### config.mk
export PLATFORM = sky130hd
export DESIGN_NAME = weight_mem_arbiter
export DESIGN_NICKNAME = d
export VERILOG_FILES = /design/src/rtl/net_pkg.sv /design/src/rtl/rr_pick.sv /design/src/rtl/weight_mem_arbiter.sv
export SDC_FILE = /design/constraint.sdc
export NUM_CORES = 1
export LEC_CHECK = 0
export ABC_AREA = 1
export CORE_ASPECT_RATIO = 0.75
export CORE_MARGIN = 10
export CORE_UTILIZATION = 39
export DETAILED_ROUTE_END_ITERATION = 16
export GPL_TIMING_DRIVEN = 0
export PLACE_DENSITY = 0.95
export SLEW_MARGIN = 20
export SYNTH_ARGS = -nofsm -noshare
export SYNTH_HDL_FRONTEND = slang
export SYNTH_SLANG_ARGS = --single-unit
### constraint.sdc
create_clock -name clk -period 3 [get_ports clk]
set_clock_uncertainty 0.1 [all_clocks]
set_input_delay 0.9 -clock clk [delete_from_list [all_inputs] [get_ports clk]]
set_output_delay 0.9 -clock clk [all_outputs]
set_load 0.005 [all_outputs]
### src/rtl/net_pkg.sv
// net_pkg: shared inference-datapath constants, layer indices and arbiter state type
package net_pkg;
  localparam int ADDR_W = 17;
  localparam int DATA_W = 8;
  localparam int L1 = 0;
  localparam int L2 = 1;
  localparam int L3 = 2;
  localparam int N_IN = 784;
  localparam int N_HID = 128;
  localparam int N_OUT = 32;
  typedef enum logic {IDLE, OWNED} arb_state_t;
  function automatic int idx_w(int n);
    return n > 1 ? $clog2(n) : 1;
  endfunction
endpackage

### src/rtl/rr_pick.sv
// rr_pick: first set request scanning circularly from ptr
module rr_pick #(
  parameter int N = 3,
  parameter int PW = net_pkg::idx_w(N)
) (
  input  logic [N-1:0]  req,
  input  logic [PW-1:0] ptr,
  output logic [PW-1:0] pick,
  output logic          any
);
  logic [PW-1:0] idx;
  // scan from farthest to nearest so the nearest hit wins
  always_comb begin
    pick = '0;
    any = 1'b0;
    idx = '0;
    for (int k = N - 1; k >= 0; k--) begin
      idx = PW'((int'(ptr) + k) % N);
      if (req[idx]) begin
        pick = idx;
        any = 1'b1;
      end
    end
  end
endmodule

### src/rtl/weight_mem_arbiter.sv
// weight_mem_arbiter: round-robin burst-limited sharing of one read port with tagged responses
module weight_mem_arbiter #(
  parameter int N_REQ = 3,
  parameter int ADDR_W = net_pkg::ADDR_W,
  parameter int DATA_W = net_pkg::DATA_W,
  parameter int RD_LAT = 2,
  parameter int BURST_MAX = 16
) (
  input  logic                    clk,
  input  logic                    rst,
  input  logic [N_REQ-1:0]        req,
  input  logic [N_REQ*ADDR_W-1:0] addr,
  output logic [N_REQ-1:0]        gnt,
  output logic [N_REQ-1:0]        rvalid,
  output logic [DATA_W-1:0]       rdata,
  output logic                    mem_en,
  output logic [ADDR_W-1:0]       mem_addr,
  input  logic [DATA_W-1:0]       mem_rdata,
  output logic                    busy
);
  import net_pkg::*;
  localparam int PW = idx_w(N_REQ);
  localparam int BW = $clog2(BURST_MAX + 1);
  arb_state_t state, state_n;
  logic [PW-1:0] own, own_n, ptr, ptr_n, pick, nxt;
  logic [BW-1:0] bcnt, bcnt_n;
  logic any, own_ok, beat, last, others;
  logic [N_REQ-1:0] own_oh;
  logic [RD_LAT*N_REQ-1:0] tags;

  rr_pick #(.N(N_REQ)) u_pick (.req(req), .ptr(ptr), .pick(pick), .any(any));

  always_comb begin
    own_ok = 32'(own) < N_REQ;
    own_oh = (state == OWNED && own_ok) ? N_REQ'(1) << own : '0;
    beat = |(req & own_oh);
    others = |(req & ~own_oh);
    last = beat && bcnt == BW'(BURST_MAX - 1);
    nxt = own == PW'(N_REQ - 1) ? '0 : own + 1'b1;
    gnt = req & own_oh;
    mem_en = beat;
    mem_addr = beat ? addr[own*ADDR_W +: ADDR_W] : '0;
  end

  // a lone owner wraps its beat counter instead of releasing
  always_comb begin
    state_n = state;
    own_n = own;
    ptr_n = ptr;
    bcnt_n = bcnt;
    if (state == IDLE) begin
      if (any) begin
        state_n = OWNED;
        own_n = pick;
        bcnt_n = '0;
      end
    end else if (!own_ok) begin
      state_n = IDLE;
    end else if (!beat || (last && others)) begin
      state_n = IDLE;
      ptr_n = nxt;
      bcnt_n = '0;
    end else begin
      bcnt_n = last ? '0 : bcnt + 1'b1;
    end
  end

  always_ff @(posedge clk) begin
    if (rst) begin
      state <= IDLE;
      own <= '0;
      ptr <= '0;
      bcnt <= '0;
      tags <= '0;
    end else begin
      state <= state_n;
      own <= own_n;
      ptr <= ptr_n;
      bcnt <= bcnt_n;
      tags <= (RD_LAT*N_REQ)'({tags, gnt});
    end
  end

  assign rvalid = tags[RD_LAT*N_REQ-1 -: N_REQ];
  assign rdata = mem_rdata;
  assign busy = (state == OWNED) | (|tags);
endmodule

# After elaboration in Yosys (flattened, before gate mapping)

Cells that the tools add are included.

Mux-type cells: 24
$lt $le $gt $ge: 4
Div/mod/pow operators: 3
Bitwise operators: 5
Reduce and logical (&&, ||, !) cells: 12
Add/sub/neg operators: 4
Equal/unequal tests: 3
$mul: 1
Shift-type cells: 2

Operator list:

| kind                                                                         | number |
|---|---|
| 32-bit by 3-bit modulo with 32-bit output, second input constant             | 2 |
| 51-bit by 8-bit indexed part select with 17-bit output                       | 1 |
| 3-bit by 3-bit modulo with 32-bit output, second input constant              | 1 |
| 5-bit two-way mux                                                            | 5 |
| 17-bit two-way mux                                                           | 1 |
| 1-bit two-way mux                                                            | 10 |
| 2-bit by 3-bit less-than comparator with 1-bit output, second input constant | 3 |
| 2-bit two-way mux                                                            | 4 |
| 2-bit by 5-bit multiplier with 7-bit output, second input constant           | 1 |
| 3-bit bitwise AND                                                            | 2 |
| 1-bit binary-select mux with 2-bit select                                    | 3 |
| 3-bit OR reduction                                                           | 2 |
| 6-bit OR reduction                                                           | 1 |
| 5-bit by 1-bit adder with 5-bit output, second input constant                | 1 |
| 5-bit by 4-bit == test with 1-bit output, second input constant              | 1 |
| 2-bit AND reduction                                                          | 2 |
| 2-bit by 1-bit adder with 3-bit output, second input constant                | 1 |
| 2-bit by 2-bit adder with 3-bit output, second input constant                | 1 |
| 1-bit logical AND                                                            | 3 |
| 3-bit two-way mux                                                            | 1 |
| 3-bit inverter                                                               | 1 |
| 3-bit AND reduction                                                          | 1 |
| 1-bit by 2-bit << shifter with 3-bit output, first input constant            | 1 |
| 2-bit by 1-bit adder with 2-bit output, second input constant                | 1 |
| 8 further kinds                                                              | 8 |

Word-level logic and storage cells: 63
Bits of input ports: 64
Register bits after elaboration: 16
Output and inout bits: 33

# Logic depth before layout (Yosys ltp)

Gate-level depths: netlist of the first run.

Depth after elaboration: 11
Mapped depth: 13
Gate-level depth less buffers: 13

# Modules after synthesis

From an unflattened synthesis of the first run, not the netlist that was laid out.

Cells, all modules: 239
Area, all modules: 1476.4 um^2

By module, submodules not included:

| module             | seq. area each (um^2) | area each (um^2) | times used | cells each |
|---|---|---|---|---|
| weight_mem_arbiter | 320.3                 | 1266.2           | 1          | 198 |
| rr_pick            | 0.0                   | 210.2            | 1          | 41 |

# Worst setup path before layout of the first run

No wires, ideal clock.

Path kind: input-to-output
Start: input port req[1]
End: output port mem_addr[10]
Setup slack: 0.438 ns
Cell stages on the path: 7
Data required time: 2.000 ns
Data arrival time: 1.562 ns
Buffers on the path: 1
Path through: inv_1 > nor2_2 > inv_2 > nand3_4 > buf_2 > nand2_1 > inv_1

Word-level cells in the longest chain between the ends: 3

Ends and longest elaborated chain:

| element            | RTL line                 | RTL |
|---|---|---|
| from (decl)        | weight_mem_arbiter.sv:11 | `input logic [N_REQ-1:0] req,` |
| 3-bit bitwise AND  | n/a                      |  |
| net gnt[1]         | weight_mem_arbiter.sv:13 | `output logic [N_REQ-1:0] gnt,` |
| 3-bit OR reduction | weight_mem_arbiter.sv:36 | `beat = \|(req & own_oh);` |
| net mem_en         | weight_mem_arbiter.sv:16 | `output logic mem_en,` |
| 17-bit two-way mux | weight_mem_arbiter.sv:42 | `mem_addr = beat ? addr[own*ADDR_W +: ADDR_W] : '0;` |
| to (decl)          | weight_mem_arbiter.sv:17 | `output logic [ADDR_W-1:0] mem_addr,` |

The timed path passes the listed nets, and every way through them passes these cells.

# Final worst setup path of the first run

Start: input port req[1]
End: output port mem_addr[7]

Word-level cells in the longest chain between the ends: 3

Ends and longest elaborated chain:

| element            | RTL line |
|---|---|
| 3-bit bitwise AND  | weight_mem_arbiter.sv:36 |
| 3-bit OR reduction | weight_mem_arbiter.sv:36 |
| 17-bit two-way mux | weight_mem_arbiter.sv:42 |

No other way between the ends.

==> flow_summary.toml, run 1 <==
[status]
status = "completed"

[setup_path]
cp-end-kind = "output port"
worst-setup-path-type = "in -> out"
crit_fanout = 5
crit_required_ps = 2000
crit_arrival_ps = 1970
start_kind = "primary input"

[clocking]
clk_path_buf_depth = 2
cts.clk_slew.worst_paths_ps = 60
hold_buffers = 0
cts_made_buffers = 3
cts_tree = "built"
h-tree-depth = 1
clock_latency_ps = 250
root_buffer = "clkbuf_8"
cts.sinks = 16

[sta]
fmax_ghz = 0.3365
worst_pin_slew_ps = 498.4
slew_headroom = 0.6677
hold_viol = 0
holdWs_ps = 338.8
finalSetupViolations = 0
slew_viol_final = 0
rsz0062_at_grt = "false"
fin_crit_ps = 2972
finalCritPeriodShare = 0.9906
fin_setup_tns_ps = 0

[synth]
synth_edf_count = 0
synth_ff_type = "dfxtp_1"
postSynthAreaPerCell_um2 = 5.852
synth_xor_area_frac = 0.005963
synth_top_family_by_area = "simple AND/OR/NAND/NOR gates"
synth_top_area_cell = "nand3_1"
synth_cell_types = 25
yosysMostFrequentCell = "nand3_1"
synth-simple-area-share = 0.5060
synthCells = 251
ys_seq_area_frac = 0.2181
synth_fa_ha_area_frac = 0.02555
synth_compound_area_frac = 0.05196
yosysWarnings = 0
synthTopCellsByArea = "nand3_1 (24%), dfxtp_1 (22%), nand2_1 (15%), inv_1 (8.9%), buf_4 (6.1%)"
synth_area_mm2 = 0.001469
ys_top_cells_by_count = "nand3_1 (69), nand2_1 (59), inv_1 (35), dfxtp_1 (16)"
syn_nets = 318
ys_ff_latch = 16
synthArstFlopShare = 0
synth.top_cell.area_share = 0.2351
muxShareOfSynthArea = 0

[die]
rows = 19
die_area_mm2 = 0.006647
boundaryPins = 97
die_h_um = 73.15
start_util = 0.4039
die_w_um = 90.87
core_mm2 = 0.003637

[route]
dr.pass1.iters = 5
wl_mm = 6.405
drc = 0
ant_nets = 0
via_count = 2121
wl_per_cell_um = 15.58
first_iter_violations = 217
avgViaCountPerCell = 5.161

[layout]
drive_gt1_frac = 0.1811
syn_to_final_growth_pct = 74.62
diodes = 0
nets = 427
design_area_mm2 = 0.002565

[global_route]
antenna_found_initial = 0
gr-total-overflow = 0
grt_max_degree = 11
grt_first_pass_wirelength_mm = 9.660
grt_pass1_vias = 2036
grt_use_total = 0.1744

[pwr]
power.leakage_nw = 1.341
ir_drop_v = 0.0003124
p_per_area_mw_per_mm2 = 714.0
power_mw = 1.831

[placed_design]
dp_hpwl_mm = 4.531
gp_congestion = 0.8906
dpl_cell_area_mm2 = 0.002415
portBuffers = 88

[run]
drv_cap = 0

[min_path]
hp-class = "reg -> reg"
[flip-flops by register name, indices dropped and copies added, names as in the netlist]
register,cells
tags,6
bcnt,5
own,2
ptr,2
state,1
[placed cells by master, fill, tap and decap left out, types with 3 or more instances in the layout]
cell type | synthesis | final
nand3_1 | 69 | 69
inv_2 | 4 | 6
buf_2 | 4 | 11
clkbuf_1 | 4 | 3
buf_4 | 12 | 24
dlygate4sd2_1 | 0 | 8
nor2_4 | 2 | 3
buf_6 | 1 | 6
inv_1 | 35 | 33
nand4_1 | 5 | 5
clkbuf_2 | 0 | 3
nand2_1 | 59 | 57
nand2_2 | 3 | 5
nor2_1 | 12 | 12
clkdlybuf4s50_1 | 0 | 66
dfxtp_1 | 16 | 16
clkdlybuf4s15_1 | 0 | 3
clkbuf_8 | 0 | 4
ha_1 | 3 | 3
a21oi_1 | 11 | 11
[cell type report]
| type | instances | area, um^2 |
|---|---|---|
| Buffer | 21 | 143.9 |
| Clock buffer | 4 | 55.05 |
| Fill cell | 296 | 1072 |
| Inverter | 39 | 146.4 |
| Multi-Input combinational cell | 175 | 875.8 |
| Sequential cell | 16 | 320.3 |
| Tap cell | 52 | 65.06 |
| Timing Repair Buffer | 104 | 958.4 |
[final timing paths]
kind,from,end,slack [ps],depth (start not counted)
max,req[1],mem_addr[7],30,11
min,tags[1]$_SDFF_PP0_,tags[4]$_SDFF_PP0_,340,2
max reg2reg,ptr[0]$_SDFFE_PP0P_,own[0]$_SDFFE_PP0P_,1110,13
min reg2reg,tags[1]$_SDFF_PP0_,tags[4]$_SDFF_PP0_,340,2
[per-layer routing]
metal	vias up	global-route usage	wire (um)
met5	-	0	0
met4	0	0.05026	119
met2	118	0.3320	3318
met3	18	0.05344	523
li1	1015	-	-
met1	970	0.1831	2443
[cell families (layout without fill, tap and decap cells)]
group                    after synthesis  count (layout)
AO/OA/AOI/OAI                         14              14
XOR/XNOR                               1               1
buffers and inverters                 60             168
AND/OR/NAND/NOR                      157             157
adder cells (fa/ha/maj)                3               3
flip-flops                            16              16
[worst max-delay path: stages]
cell and delay, ps:
buf_2 130, inv_2 80, nor2_4 40, inv_2 70, nand3_4 130, buf_6 150, buf_6 110, buf_4 130
nand2_1 60, inv_1 40, buf_2 120
[power breakdown]
| group | total, mW | switching, mW | internal [mW] | leakage [nW] |
|---|---|---|---|---|
| logic | 1.34 | 0.767 | 0.574 | 1.18 |
| registers | 0.297 | 0.0483 | 0.249 | 0.130 |
| clock network | 0.194 | 0.0773 | 0.117 | 0.0288 |
[metrics by stage]
| stage | utilization | worst slack [ps] | std cells |
|---|---|---|---|
| final | 0.7052 | 28.07 | 411 |
| after global routing | 0.7052 | 1.962 | 411 |
| after CTS | 0.7049 | 4.427 | 410 |
| after detailed placement | 0.6639 | -785.8 | 391 |
| after global placement | 0.6639 | -738.5 | 391 |
| after floorplan | - | 437.7 | 251 |
[what timing repair did]
item | CTS | global route
gates cloned | 2 | 0
gates resized for setup | 59 | 9
buffers inserted | 13 | 1
pin swaps | 2 | 1
endpoints found under the setup margin | 21 | 15
(Power assumes the default switching activity.)
==> inputs of run 2 (changes only) <==
--- a/config.mk
+++ b/config.mk
@@ -11,6 +11,7 @@
 export CORE_UTILIZATION = 39
 export DETAILED_ROUTE_END_ITERATION = 16
 export GPL_TIMING_DRIVEN = 0
+export MAX_ROUTING_LAYER = met4
 export PLACE_DENSITY = 0.95
 export SLEW_MARGIN = 20
 export SYNTH_ARGS = -nofsm -noshare
==> run 2 against run 1 <==
Non-clock buffer count did not move. First-iteration DRC count rose by 3.2%. Via count fell by 0.94%. Flip-flop and latch count did not move. Cell area did not move.
==> flow_summary.toml, run 2 (same netlist as run 1, synthesis figures left out) <==
[clocking]
hold_buffers = 0
clk_path_buf_depth = 2
cts_made_buffers = 3
cts.sinks = 16
h-tree-depth = 1
root_buffer = "clkbuf_8"
clock_latency_ps = 250
cts.clk_slew.worst_paths_ps = 60
cts_tree = "built"

[setup_path]
ff2ff_path_depth = 13
crit_required_ps = 2000
start_kind = "primary input"
crit_arrival_ps = 1970
r2r-end = "own[0]$_SDFFE_PP0P_"
r2r-start = "ptr[0]$_SDFFE_PP0P_"
worst-setup-path-type = "in -> out"
crit_fanout = 5
cp-end-kind = "output port"
cpPeakStageDelay_ps = 150
crit_chain = "buf_2 -> inv_2 -> nor2_4 -> inv_2 -> nand3_4 -> buf_6 -> buf_6 -> buf_4 -> nand2_1 -> inv_1 -> buf_2"
reg2reg_slack_ps = 1100
crit_path_top_delay_cell = "buf_6"

[placed_design]
dp_slack_ps = -785.8
gp_congestion = 0.9055
portBuffers = 88
dpl_cell_area_mm2 = 0.002415
dp_hpwl_mm = 4.531

[route]
wl_per_cell_um = 15.58
avgViaCountPerCell = 5.112
first_iter_violations = 224
ant_nets = 0
wl_mm = 6.402
drc = 0
dr.pass1.iters = 5
via_count = 2101

[layout]
design_area_mm2 = 0.002565
layout_commonest_cell = "nand3_1"
nets = 427
syn_to_final_growth_pct = 74.62
final_cell_mix = "nand3_1 (69), clkdlybuf4s50_1 (66), nand2_1 (57), inv_1 (33), buf_4 (24)"
regMostFlops = "tags"
diodes = 0
reg_top3 = "tags (6), bcnt (5)"
fin_util = 0.7052
drive_gt1_frac = 0.1811
fill_cells = 296
largest_reg_flops = 6

[sta]
fin_crit_ps = 2974
rsz0062_at_grt = "false"
hold_viol = 0
slew_headroom = 0.6603
fmax_ghz = 0.3363
finalSetupViolations = 0
finalCritPeriodShare = 0.9912
setup_slack_ps = 26.37
slew_viol_final = 0
worst_pin_slew_ps = 509.5

[pwr]
ir_drop_v = 0.0003122
p_per_area_mw_per_mm2 = 714.3
power.leakage_nw = 1.341

[global_route]
grt_pass1_vias = 2033
grt_max_degree = 11
grt_first_pass_wirelength_mm = 9.687
antenna_found_initial = 0
gr-total-overflow = 0
grt_use_total = 0.1800

[die]
die_w_um = 90.87
start_util = 0.4039
core_mm2 = 0.003637
die_area_mm2 = 0.006647
boundaryPins = 97
rows = 19
die_h_um = 73.15

[status]
status = "completed"

[min_path]
min_delay_path_depth = 2
hp-start = "tags[1]$_SDFF_PP0_"
hold_path_end = "tags[4]$_SDFF_PP0_"
hp-class = "reg -> reg"

[run]
drv_cap = 0
run 2: cell counts in the layout (fill, tap and decap cells not counted):
No cell type changed its count.
run 2: how the worst max path moves through the flow:
stage                      start      endpoint  slack [ps]  cells after the start
after global routing      req[1]  mem_addr[16]           2                     10
after floorplan           req[1]  mem_addr[10]         440                      7
after detailed placement  req[1]  mem_addr[10]        -790                      9
after global placement    req[2]  mem_addr[10]        -740                      7
after CTS                 req[0]  mem_addr[15]           4                     11
final                     req[1]   mem_addr[7]          30                     11
run 2: layout make-up:
| class | count | area [um^2] | share of cell area |
|---|---|---|---|
| well taps | 52 | 65.06 | 0.02537 |
| flip-flops and latches | 16 | 320.3 | 0.1249 |
| plain buffers | 21 | 143.9 | 0.05610 |
| inverters | 39 | 146.4 | 0.05707 |
| clock buffers | 4 | 55.05 | 0.02146 |
| repair buffers | 104 | 958.4 | 0.3737 |
| multi-input cells | 175 | 875.8 | 0.3415 |
run 2: worst max-delay path: cells and delay by family:
family	cells	cell delay (ps)
buf+inv	8	830
simple gates	3	230
run 2: per-stage QoR:
| stage | power [mW] | hold slack (ps) | setup TNS [ps] | std cells |
|---|---|---|---|---|
| 5_1_grt | 1.974 | 341.7 | 0 | 411 |
| 3_5_place_dp | 1.491 | 323.0 | -13710 | 391 |
| 3_3_place_gp | 1.460 | 307.4 | -12870 | 391 |
| 6_report | 1.832 | 337.0 | 0 | 411 |
| 4_1_cts | 1.775 | 332.2 | 0 | 410 |
| 2_1_floorplan | 1.023 | 303.4 | 0 | 251 |
run 2: what timing repair did:
| item | CTS | global route |
|---|---|---|
| pin swaps | 2 | 1 |
| resized for setup | 59 | 9 |
| gates cloned | 2 | 0 |
| setup buffers | 13 | 1 |
| endpoints found under the setup margin | 21 | 15 |
run 2: metal layers:
layer | up-vias | global-route usage | part of all wire | wire [um]
met3 | 15 | 0.04419 | 0.069 | 439
met1 | 957 | 0.1895 | 0.40 | 2540
met2 | 113 | 0.3344 | 0.52 | 3338
met4 | 0 | 0.04506 | 0.013 | 83
li1 | 1016 | - | - | -
met5 | - | - | 0 | 0
run 2: power breakdown:
| part | switching, mW | internal [mW] |
|---|---|---|
| Combinational | 0.767 | 0.574 |
| Clock | 0.0772 | 0.117 |
| Sequential | 0.0486 | 0.249 |
